[config.mk]
export PLATFORM = sky130hd
export DESIGN_NAME = add64_issue_stage
export DESIGN_NICKNAME = d
export VERILOG_FILES = /design/src/rtl/add64_issue_stage.sv
export SDC_FILE = /design/constraint.sdc
export NUM_CORES = 1
export LEC_CHECK = 0
export ABC_CLOCK_PERIOD_IN_PS = 15900
export CAP_MARGIN = 0
export CORE_AREA = 2 2 178 180
export DETAILED_ROUTE_END_ITERATION = 8
export DIE_AREA = 0 0 180 182
export PLACE_DENSITY = 0.7
export SLEW_MARGIN = 0
export SYNTH_ARGS = -nofsm -noshare
export SYNTH_HDL_FRONTEND = slang
export SYNTH_SLANG_ARGS = --single-unit
export TNS_END_PERCENT = 30
[constraint.sdc]
create_clock -name clk -period 15.9 [get_ports clk]
set_clock_uncertainty 0.05 [all_clocks]
set_input_delay 1.59 -clock clk [delete_from_list [all_inputs] [get_ports clk]]
set_output_delay 1.59 -clock clk [all_outputs]
set_load 0.03 [all_outputs]
[src/rtl/add64_issue_stage.sv]
// Issue/capture stage around the combinational lookahead64 adder: registers operands,
// captures the sum and carry, and keeps a running accumulator. `ADD64_OVF_EN adds out_ovf.
module add64_issue_stage #(
    parameter int WIDTH = 64
) (
    input  logic             clk,
    input  logic             rst,
    input  logic             in_valid,
    output logic             in_ready,
    input  logic [WIDTH-1:0] in_a,
    input  logic [WIDTH-1:0] in_b,
    input  logic [1:0]       in_mode,
    output logic [WIDTH-1:0] adder_a,
    output logic [WIDTH-1:0] adder_b,
    input  logic [WIDTH-1:0] adder_sum,
    output logic             out_valid,
    input  logic             out_ready,
    output logic [WIDTH-1:0] out_sum,
    output logic             out_carry,
`ifdef ADD64_OVF_EN
    output logic             out_ovf,
`endif
    output logic [WIDTH-1:0] acc_q
);
    localparam int MSB = WIDTH - 1;

    typedef enum logic [1:0] {IDLE, OPER, HOLD} state_t;

    state_t state, state_nx;
    logic   accept;
    logic   upd_acc;

    always_comb begin
        state_nx  = state;
        in_ready  = 1'b0;
        out_valid = 1'b0;
        case (state)
            IDLE: begin
                in_ready = !rst;
                if (in_valid) state_nx = OPER;
            end
            OPER: state_nx = HOLD;
            HOLD: begin
                out_valid = 1'b1;
                in_ready  = !rst && out_ready;
                if (out_ready) state_nx = in_valid ? OPER : IDLE;
            end
            default: state_nx = IDLE;
        endcase
    end

    assign accept = in_valid && in_ready;

    always_ff @(posedge clk or posedge rst) begin
        if (rst) state <= IDLE;
        else     state <= state_nx;
    end

    // Operands stay put on the adder for the whole OPER cycle; the mode decision is
    // latched as a single "update accumulator" flag for the capture edge.
    always_ff @(posedge clk or posedge rst) begin
        if (rst) begin
            adder_a <= '0;
            adder_b <= '0;
            upd_acc <= 1'b0;
        end else if (accept) begin
            case (in_mode)
                2'b01: begin
                    adder_a <= acc_q;
                    adder_b <= in_b;
                    upd_acc <= 1'b1;
                end
                2'b10: begin
                    adder_a <= in_a;
                    adder_b <= '0;
                    upd_acc <= 1'b1;
                end
                default: begin
                    adder_a <= in_a;
                    adder_b <= in_b;
                    upd_acc <= 1'b0;
                end
            endcase
        end
    end

    // Capture happens only on the OPER->HOLD edge, so results hold under backpressure.
    always_ff @(posedge clk or posedge rst) begin
        if (rst) begin
            out_sum   <= '0;
            out_carry <= 1'b0;
            acc_q     <= '0;
        end else if (state == OPER) begin
            out_sum   <= adder_sum;
            out_carry <= (adder_a[MSB] & adder_b[MSB]) |
                         ((adder_a[MSB] ^ adder_b[MSB]) & ~adder_sum[MSB]);
            if (upd_acc) acc_q <= adder_sum;
        end
    end

`ifdef ADD64_OVF_EN
    always_ff @(posedge clk or posedge rst) begin
        if (rst)                 out_ovf <= 1'b0;
        else if (state == OPER)  out_ovf <= (adder_a[MSB] == adder_b[MSB]) &&
                                            (adder_sum[MSB] != adder_a[MSB]);
    end
`endif

endmodule
Word level (Yosys, flattened, before mapping)

Cells that the tools add are included.

Output and inout port bits: 259
Word-level logic and storage cells: 34
Input bits: 198
Register bits: 260

Eq/ne operators: 6
Bitwise gates (word level): 5
Multiplexer cells: 9
Reductions and logical operators: 7

Operators by type and width:

| operator           | number |
|---|---|
| $mux 64            | 2 |
| $pmux 2 s3         | 1 |
| $eq 2x1->1 const B | 2 |
| $eq 2x2->1 const B | 2 |
| $mux 2             | 2 |
| $ne 2x2->1 const B | 2 |
| $reduce_and 2->1   | 2 |
| $mux 1             | 3 |
| $and 1x1->1        | 2 |
| $logic_and 1x1->1  | 2 |
| $logic_not 2->1    | 1 |
| $pmux 1 s2         | 1 |
| $reduce_or 2->1    | 1 |
| $logic_not 1->1    | 1 |
| $not 1->1          | 1 |
| $or 1x1->1         | 1 |
| $xor 1x1->1        | 1 |

Depth between registers and ports, before layout

Gate-level depths: netlist of the first run.

Word-level depth: 4
Gate-level depth with buffers: 6

Worst setup path before layout of the first run

OpenSTA, ideal clock, no wires.

Path kind: in2out
Start point: input port out_ready
End point: output port in_ready
Path buffers: 0
Stages: 2
Data required time: 14.260 ns
Data arrival time: 2.282 ns
Path slack: 11.978 ns
Path through: nor2b_1 -> nor3_1

Longest elaborated chain between the ends: 2

Ends and longest elaborated chain:

| item              | line | text |
|---|---|---|
| from (decl)       | 17   | `input logic out_ready,` |
| $logic_and 1x1->1 | 45   | `in_ready = !rst && out_ready;` |
| $pmux 1 s2        | 37   | `case (state)` |
| to (decl)         | 9    | `output logic in_ready,` |

No other way between the ends.

Worst setup path after layout of the first run

Start point: input port rst
End point: output port in_ready

Longest elaborated chain between the ends: 3

Ends and longest elaborated chain:

| item                        | line | text |
|---|---|---|
| from (decl)                 | 7    | `input logic rst,` |
| $logic_not 1->1 (no line) * | --   |  |
| $logic_and 1x1->1           | 45   |  |
| $pmux 1 s2 *                | 37   |  |

Every way passes the cells marked *; elsewhere a longest branch is shown, timed or not.

==> results of run 1 <==
[logic make-up after synthesis]
group	share of synthesized area
mux	0.343
flops	0.586
simple gates	0.0415
buf+inv	0.0233
compound gates	0.00270
fa+ha+maj	0.00338
[stage by stage]
stage | hold slack (ns) | power (mW) | cell area (sq um) | instances | utilization
CTS | 0.444 | 3.47 | 17000 | 1586 | 0.550
global route | 0.463 | 3.58 | 17000 | 1586 | 0.550
finish | 0.435 | 3.43 | 17000 | 1586 | 0.550
detailed placement | 0.428 | 2.76 | 16000 | 1534 | 0.518
global placement | 0.420 | 2.74 | 16000 | 1534 | 0.518
floorplan | 0.439 | 2.01 | 11100 | 711 | -
[power groups by stage]
stage | Clock (mW) | Combinational (mW) | Sequential (mW)
2_1_floorplan | 0 | 0.390 | 1.63
3_3_place_gp | 0 | 1.64 | 1.10
3_5_place_dp | 0 | 1.65 | 1.11
4_1_cts | 0.713 | 1.66 | 1.10
5_1_grt | 0.742 | 1.70 | 1.14
6_report | 0.692 | 1.64 | 1.10
[layout make-up]
class | instances | area (sq um)
clock buffers | 39 | 853
clock inverters | 13 | 145
fillers | 2653 | 13900
inverters | 5 | 26.3
multi-input cells | 403 | 4380
flip-flops and latches | 260 | 6510
well taps | 402 | 503
repair buffers | 464 | 4620
[metal layers]
layer	track usage	share of wire
met5	0	0
met4	0.0498	0.021
met3	0.0529	0.072
met2	0.338	0.51
met1	0.233	0.40
[flip-flops by register name (all words and copies together), names as in the netlist]
register / count
acc_q: 64
adder_a: 64
adder_b: 64
out_sum: 64
state: 2
out_carry: 1
upd_acc: 1
[worst max-delay path, cell delays in order]
cell and delay (ns):
clkdlybuf4s50_1 0.53, nor3_1 0.22, clkdlybuf4s50_1 0.70
[cells in the final DEF (no fill, tap or decap)]
cell type          n
a21oi_1            1
buf_4              8
bufinv_16          3
clkbuf_1           1
clkbuf_16         29
clkbuf_8           9
clkdlybuf4s50_1  456
clkinv_2           8
clkinvlp_4         2
dfrtp_1          260
ha_1               1
ha_2               1
ha_4               1
inv_1              4
inv_8              1
mux2_2           259
mux2_4            59
mux2i_1            1
nand2_1            2
nand2b_1           1
nand2b_4           1
nand3_4            1
nor2_1             1
nor2b_1           66
nor3_1             1
nor3b_1            1
o21ai_0            5
or2_4              1
[path summary, 6_finish.rpt]
check                          start     endpoint  slack (ns)  depth (start not counted)
max in group asynchronous        rst  adder_b[35]       11.90                          4
min in group asynchronous        rst     state[1]        1.68                          2
max reg2reg                 state[0]   adder_a[3]       12.88                          5
min reg2reg                out_carry    out_carry        0.44                          2
min                        out_carry    out_carry        0.44                          2
max                              rst     in_ready       11.22                          3
==> results.yml, run 1 <==
status:
  status: "complete, no violations"
timing:
  worst_slew_pin_slew_ns: 0.922
  slew_viol_final: 0
  setup-tns-final_ns: 0
  setup_slack_ns: 11.22
  fin_crit_ns: 4.68
  fin_crit_sh: 0.294
  relSlewSlack: 0.385
  finalSetupViolCount: 0
  fmax_ghz: 0.214
  rsz0062_at_grt: "false"
  hold_viol_final: 0
worst_hold_path:
  hold_class: "register to register"
pwr:
  power_density_nw_per_um2: 201
  p_sw_mw: 1.30
  peakVddDrop_uv: 106
  combPwrFrac: 0.477
  p_seq_frac: 0.322
  power_frac_clock: 0.202
  p_leak_nw: 7.28
  swShare: 0.378
  power.internal_mw: 2.13
setup_path:
  crit_arrival_ns: 3.04
  cp_max_fo: 3
  required_ns: 14.26
  critPathKind: "input port to output port"
  crit_path_end_kind: "output port"
  crit_path_start_kind: "input port"
placed_design:
  place.gp.congestion: 0.798
  post-dp-hpwl_microns: 22700
  place_ws_ns: 11.12
  port_buffers: 456
clock_tree:
  cts_buffer_depth: 3
  path_clk_slew_ns: 0.06
  worstSkewPairLatency_ns: 0.54
  post-cts-setup-buffer-count: 0
  cts-root-buf: "clkbuf_16"
  cts_hold_buffers: 0
  htreeDepth: 1
  clock_sinks: 260
  cts.repair.resized: 0
  cts_inserted_buffers: 28
  cts_tree: "done"
logic_synthesis:
  synth.top_cell.area_share: 0.586
  synth_most_common_cell: "dfrtp_1"
  synth-seq-area-share: 0.586
  synthTopCellsByArea: "dfrtp_1 59%, mux2_2 26%, mux2_4 8.0%"
  syn_avg_cell_area_sq_um: 15.6
  synth_area_leader_cell: "dfrtp_1"
  syn_nets: 912
  synth_commonest_cells: "260 x dfrtp_1, 259 x mux2_2, 66 x nor2b_1"
  async_flop_share: 1.00
  yosys_most_used_dff: "dfrtp_1"
  ys_warn_count: 0
  ys_types: 20
  synth-edff-count: 0
  syn-cell-area_sq_um: 11100
  synth_cells: 711
  synth-seq-cells: 260
global_routing:
  track_usage: 0.193
  grt_pass1_vias: 8038
  grt_pass1_wl_microns: 49400
  overflow: 0
  grt_max_degree: 132
  antenna_found_initial: 0
final_layout:
  nets: 1363
  area_delta_synth_final_pct: 53.4
  diodes: 0
  layout-drive-gt1-share: 0.323
floorplan:
  dieArea_sq_um: 32800
  io_pins: 457
  die_h_microns: 182
  rows: 65
  placeableCoreArea_sq_um: 31000
  die_w_microns: 180
  start_util: 0.358
route:
  antenna_left: 0
  drt-wirelength-per-cell_microns: 20.2
  first_pass_iters: 4
  drt-total-wl_microns: 32000
  drcViolationCount: 0
  vias_per_cell: 4.68
  drtIter0Drc: 242
  vias: 7416
job:
  maxCapViolCount: 0
Note: power is estimated with default switching activity, not from simulation.
==> inputs of run 2 (changes only) <==
--- a/config.mk
+++ b/config.mk
@@ -5,12 +5,12 @@
 export SDC_FILE = /design/constraint.sdc
 export NUM_CORES = 1
 export LEC_CHECK = 0
-export ABC_CLOCK_PERIOD_IN_PS = 15900
+export ABC_CLOCK_PERIOD_IN_PS = 4740
 export CAP_MARGIN = 0
-export CORE_AREA = 2 2 178 180
+export CORE_AREA = 2 2 179 181
 export DETAILED_ROUTE_END_ITERATION = 8
-export DIE_AREA = 0 0 180 182
-export PLACE_DENSITY = 0.7
+export DIE_AREA = 0 0 181 183
+export PLACE_DENSITY = 0.69
 export SLEW_MARGIN = 0
 export SYNTH_ARGS = -nofsm -noshare
 export SYNTH_HDL_FRONTEND = slang
==> constraint.sdc (replaced) <==
create_clock -name clk -period 4.74 [get_ports clk]
set_clock_uncertainty 0.05 [all_clocks]
set_input_delay 0.474 -clock clk [delete_from_list [all_inputs] [get_ports clk]]
set_output_delay 0.474 -clock clk [all_outputs]
set_load 0.03 [all_outputs]
==> run 2 against run 1 <==
  * Cell count is 0.13% higher
  * Routed wire length is 0.12% lower
  * Sequential share of layout area is 0.17 points lower
  * Setup slack worse by 9.2 ns
  * Sequential power grew to 3.4 times the previous value
  * First-iteration DRC count is 19% higher
  * Via count is 0.61% higher
  * Cell area is 0.44% higher
  * Die area is 1.1% higher
  * Total power grew to 3.4 times the previous value
  * Clock power grew to 3.5 times the previous value
  * Critical endpoint is now acc_q[6]
==> results.yml, run 2 (synthesis gave the netlist of run 1 again) <==
status:
  status: "complete, no violations"
pwr:
  p_leak_nw: 7.31
  peakVddDrop_uv: 359
  power_density_nw_per_um2: 679
timing:
  slew_viol_final: 0
  finalSetupViolCount: 0
  fin_crit_sh: 0.565
  hold_viol_final: 0
  setup-tns-final_ns: 0
  rsz0062_at_grt: "false"
  relSlewSlack: 0.260
  fin_crit_ns: 2.68
  fmax_ghz: 0.373
  worst_slew_pin_slew_ns: 1.11
setup_path:
  ff2ff_setup_slack_ns: 2.06
  crit_start: "state[0]"
  timing.rr.end: "acc_q[6]"
  cp_max_fo: 39
  slowest_delay_ns: 0.80
  critical_path.top_delay_family: "simple AND/OR/NAND/NOR gates"
  critPathBufInv: 1
  required_ns: 5.11
  crit_chain: "nand2b_4 -> or2_4 -> buf_4 -> mux2_4"
  worstRegToRegCells: 4
  slowest_stage: "or2_4"
  crit_arrival_ns: 3.05
  crit_path_start_kind: "register"
  critPathKind: "register to register"
  r2r_start: "state[0]"
  crit_path_end_kind: "register"
clock_tree:
  cts-root-buf: "clkbuf_16"
  cts_hold_buffers: 0
  clock_sinks: 260
  cts_buffer_depth: 3
  worstSkewPairLatency_ns: 0.55
  post-cts-setup-buffer-count: 0
  cts.repair.resized: 0
  htreeDepth: 1
  cts_inserted_buffers: 29
  cts_tree: "done"
  path_clk_slew_ns: 0.06
placed_design:
  place.gp.congestion: 0.794
  numPlacedInstances: 1534
  port_buffers: 456
  post-dp-hpwl_microns: 22700
  dpl_cell_area_sq_um: 16100
final_layout:
  utilization: 0.548
  final_cell_mix: "456 x clkdlybuf4s50_1, 260 x dfrtp_1, 259 x mux2_2"
  final_cell_area_sq_um: 17100
  layout-drive-gt1-share: 0.323
  nFillCells: 2624
  area_delta_synth_final_pct: 54.1
  diodes: 0
  final_common_cell: "clkdlybuf4s50_1"
  nets: 1364
  fin_cells: 1588
floorplan:
  die_h_microns: 183
  rows: 65
  die_w_microns: 181
  placeableCoreArea_sq_um: 31200
  start_util: 0.356
  io_pins: 457
  dieArea_sq_um: 33100
route:
  drt-total-wl_microns: 32000
  vias_per_cell: 4.70
  drtIter0Drc: 289
  drt-wirelength-per-cell_microns: 20.1
  drcViolationCount: 0
  first_pass_iters: 4
  vias: 7461
  antenna_left: 0
global_routing:
  antenna_found_initial: 0
  overflow: 0
  grt_pass1_wl_microns: 48700
  grt_max_degree: 113
  grt_pass1_vias: 8069
  track_usage: 0.189
job:
  maxCapViolCount: 0
worst_hold_path:
  hold_class: "input port to asynchronous set/reset pin"
==> run 2: cell types whose count changed in the layout (fill, tap and decap cells not counted), sizes merged <==
cell and change:
bufinv +2
==> run 2: per-stage QoR <==
step	setup slack, ns	power, mW	hold slack [ns]
2_1_floorplan	0.788	6.76	0.439
3_3_place_gp	1.73	9.20	0.414
3_5_place_dp	1.71	9.27	0.429
4_1_cts	2.01	11.8	0.348
5_1_grt	1.89	12.1	0.393
6_report	2.06	11.6	0.359
==> run 2: how the worst max path moves through the flow <==
stage,slack [ns],endpoint,cells after the start
after global placement,1.73,adder_a[57],5
after CTS,2.01,acc_q[11],4
final,2.06,acc_q[6],4
after detailed placement,1.71,adder_b[55],5
after global routing,1.89,acc_q[11],4
after floorplan,0.79,acc_q[0],1
==> run 2: layout make-up <==
type                    count  area, sq um  share of cell area
multi-input cells         403         4380               0.256
well taps                 402          503              0.0294
clock buffers              39          833              0.0487
clock inverters            15          206              0.0121
flip-flops and latches    260         6510               0.380
inverters                   5         22.5             0.00132
repair buffers            464         4660               0.272
==> run 2: power by group <==
group	internal (mW)	total (mW)	switching, mW
combinational	2.62	5.50	2.88
sequential	3.13	3.70	0.569
clock	1.50	2.43	0.929
==> run 2: routing by layer <==
layer,up-vias,routed length [microns],share of wire,GRT usage
met5,-,0,0,0
met4,0,837,0.026,0.0556
met3,54,2850,0.089,0.0645
met2,315,15700,0.49,0.324
met1,3702,12600,0.39,0.225
li1,3390,-,-,-
==> run 2: worst register-to-register path, delay by kind of cell, from the launching register on <==
family | cells | cell delay (ns)
simple gates | 2 | 1.26
mux | 1 | 0.34
buf+inv | 1 | 0.45
flops | 1 | 0.45
==> inputs of run 3 (changes only) <==
--- a/config.mk
+++ b/config.mk
@@ -5,12 +5,12 @@
 export SDC_FILE = /design/constraint.sdc
 export NUM_CORES = 1
 export LEC_CHECK = 0
-export ABC_CLOCK_PERIOD_IN_PS = 4740
+export ABC_CLOCK_PERIOD_IN_PS = 2300
 export CAP_MARGIN = 0
-export CORE_AREA = 2 2 179 181
+export CORE_AREA = 2 2 177 179
 export DETAILED_ROUTE_END_ITERATION = 8
-export DIE_AREA = 0 0 181 183
-export PLACE_DENSITY = 0.69
+export DIE_AREA = 0 0 179 181
+export PLACE_DENSITY = 0.74
 export SLEW_MARGIN = 0
 export SYNTH_ARGS = -nofsm -noshare
 export SYNTH_HDL_FRONTEND = slang
==> constraint.sdc (replaced) <==
create_clock -name clk -period 2.3 [get_ports clk]
set_clock_uncertainty 0.05 [all_clocks]
set_input_delay 0.23 -clock clk [delete_from_list [all_inputs] [get_ports clk]]
set_output_delay 0.23 -clock clk [all_outputs]
set_load 0.03 [all_outputs]
==> run 3 against run 2 <==
  * Cell area rose by 0.64%
  * First-iteration DRC count fell by 36%
  * Sequential cell count did not move
  * Global-route usage about the same
  * Critical path depth fell by 2
  * Non-clock buffer count up 17
  * Worst hold slack worse by 0.32 ns
  * Sequential power is 110% higher
  * Clock-buffer cell count is 3 higher
  * Die area fell by 2.2%
  * Via count grew 0.63%
  * Utilization increased by 2.0 points
  * Largest power group unchanged
==> results.yml, run 3 (synthesis gave the netlist of run 1 again) <==
status:
  status: "complete, no violations"
placed_design:
  post-dp-hpwl_microns: 22900
  dpl_cell_area_sq_um: 16300
  port_buffers: 456
  place_ws_ns: 0.206
  place.gp.congestion: 0.798
floorplan:
  start_util: 0.366
  die_w_microns: 179
  rows: 64
  dieArea_sq_um: 32400
  io_pins: 457
  placeableCoreArea_sq_um: 30300
  die_h_microns: 181
clock_tree:
  cts-root-buf: "clkbuf_16"
  post-cts-setup-buffer-count: 0
  cts.repair.resized: 1
  htreeDepth: 1
  cts_buffer_depth: 3
  cts_tree: "done"
  cts_hold_buffers: 0
  worstSkewPairLatency_ns: 0.54
  path_clk_slew_ns: 0.06
  clock_sinks: 260
  cts_inserted_buffers: 29
final_layout:
  multi_input_area_sq_um: 4380
  nets: 1381
  utilization: 0.567
  layout-drive-gt1-share: 0.325
  seqCellArea_sq_um: 6510
  area_delta_synth_final_pct: 55.1
  nFillCells: 2489
  diodes: 0
  final_cell_area_sq_um: 17200
  final_cell_mix: "455 x clkdlybuf4s50_1, 260 x dfrtp_1, 259 x mux2_2"
  final_common_cell: "clkdlybuf4s50_1"
route:
  antenna_left: 0
  drt-wirelength-per-cell_microns: 19.7
  drt-total-wl_microns: 31400
  vias: 7508
  drtIter0Drc: 186
  drcViolationCount: 0
  vias_per_cell: 4.71
  first_pass_iters: 4
timing:
  worst_slew_pin_slew_ns: 0.824
  finalSetupViolCount: 0
  relSlewSlack: 0.451
  slew_viol_final: 0
  setup_slack_ns: 0.171
  fmax_ghz: 0.470
  fin_crit_ns: 2.13
  fin_crit_sh: 0.926
  whs_ns: 0.0407
  rsz0062_at_grt: "false"
  hold_viol_final: 0
pwr:
  p_sw_mw: 8.88
  p_seq_frac: 0.324
  peakVddDrop_uv: 816
  total_power_mw: 23.5
  p_leak_nw: 7.36
  swShare: 0.377
  combPwrFrac: 0.480
  power_frac_clock: 0.195
  power_density_nw_per_um2: 1370
  power.internal_mw: 14.7
setup_path:
  slowest_stage: "clkdlybuf4s50_1"
  crit_path_start_kind: "register"
  crit_arrival_ns: 1.85
  ff2ff_setup_slack_ns: 0.35
  critPathKind: "register to output port"
  crit_path_end_kind: "output port"
  required_ns: 2.02
  slowest_delay_ns: 0.70
  cp_max_fo: 6
  crit_chain: "nor2b_1 -> clkdlybuf4s50_1"
global_routing:
  antenna_found_initial: 0
  grt_pass1_wl_microns: 47100
  grt_pass1_vias: 7949
  track_usage: 0.188
  overflow: 0
  grt_max_degree: 72
job:
  maxCapViolCount: 0
worst_hold_path:
  hold_class: "input port to asynchronous set/reset pin"
[run 3: per-stage QoR]
| stage | cells | TNS (ns) |
|---|---|---|
| after floorplan | 711 | -365.97 |
| after global placement | 1545 | 0 |
| after detailed placement | 1545 | 0 |
| after CTS | 1595 | 0 |
| after global routing | 1595 | 0 |
| final | 1595 | 0 |
[run 3: worst max-delay path: cells and delay by family, from the launching register on]
family	cells	cell delay, ns
flops	1	0.46
buf+inv	1	0.70
simple gates	1	0.15
[run 3: final timing paths]
kind / start / to / cells past startpoint
max: state[0] / out_valid / 2
min: rst / adder_a[57] / 2
max reg2reg: state[0] / acc_q[59] / 4
min reg2reg: out_carry / out_carry / 2
max in group asynchronous: rst / acc_q[14] / 4
min in group clk: adder_sum[51] / acc_q[51] / 2
[run 3: final cells by class]
class,count,area share
flip-flops and latches,260,0.378
repair buffers,481,0.283
multi-input cells,403,0.254
clock buffers,42,0.0473
well taps,396,0.0288
clock inverters,8,0.00748
inverters,5,0.00131
[run 3: power by group through the flow]
| stage | sequential [mW] | combinational [mW] | clock [mW] |
|---|---|---|---|
| after floorplan | 11.2 | 2.70 | 0 |
| after global placement | 7.62 | 11.3 | 0 |
| after detailed placement | 7.70 | 11.4 | 0 |
| after CTS | 7.64 | 11.4 | 4.75 |
| after global routing | 7.88 | 11.8 | 4.95 |
| final | 7.64 | 11.3 | 4.60 |
[run 3: routing by layer]
metal / up-vias / track usage / part of all wire
met3: 55 / 0.0549 / 0.087
met5: - / 0 / 0
met4: 0 / 0.0563 / 0.028
met2: 298 / 0.324 / 0.49
met1: 3732 / 0.226 / 0.40
li1: 3423 / - / -
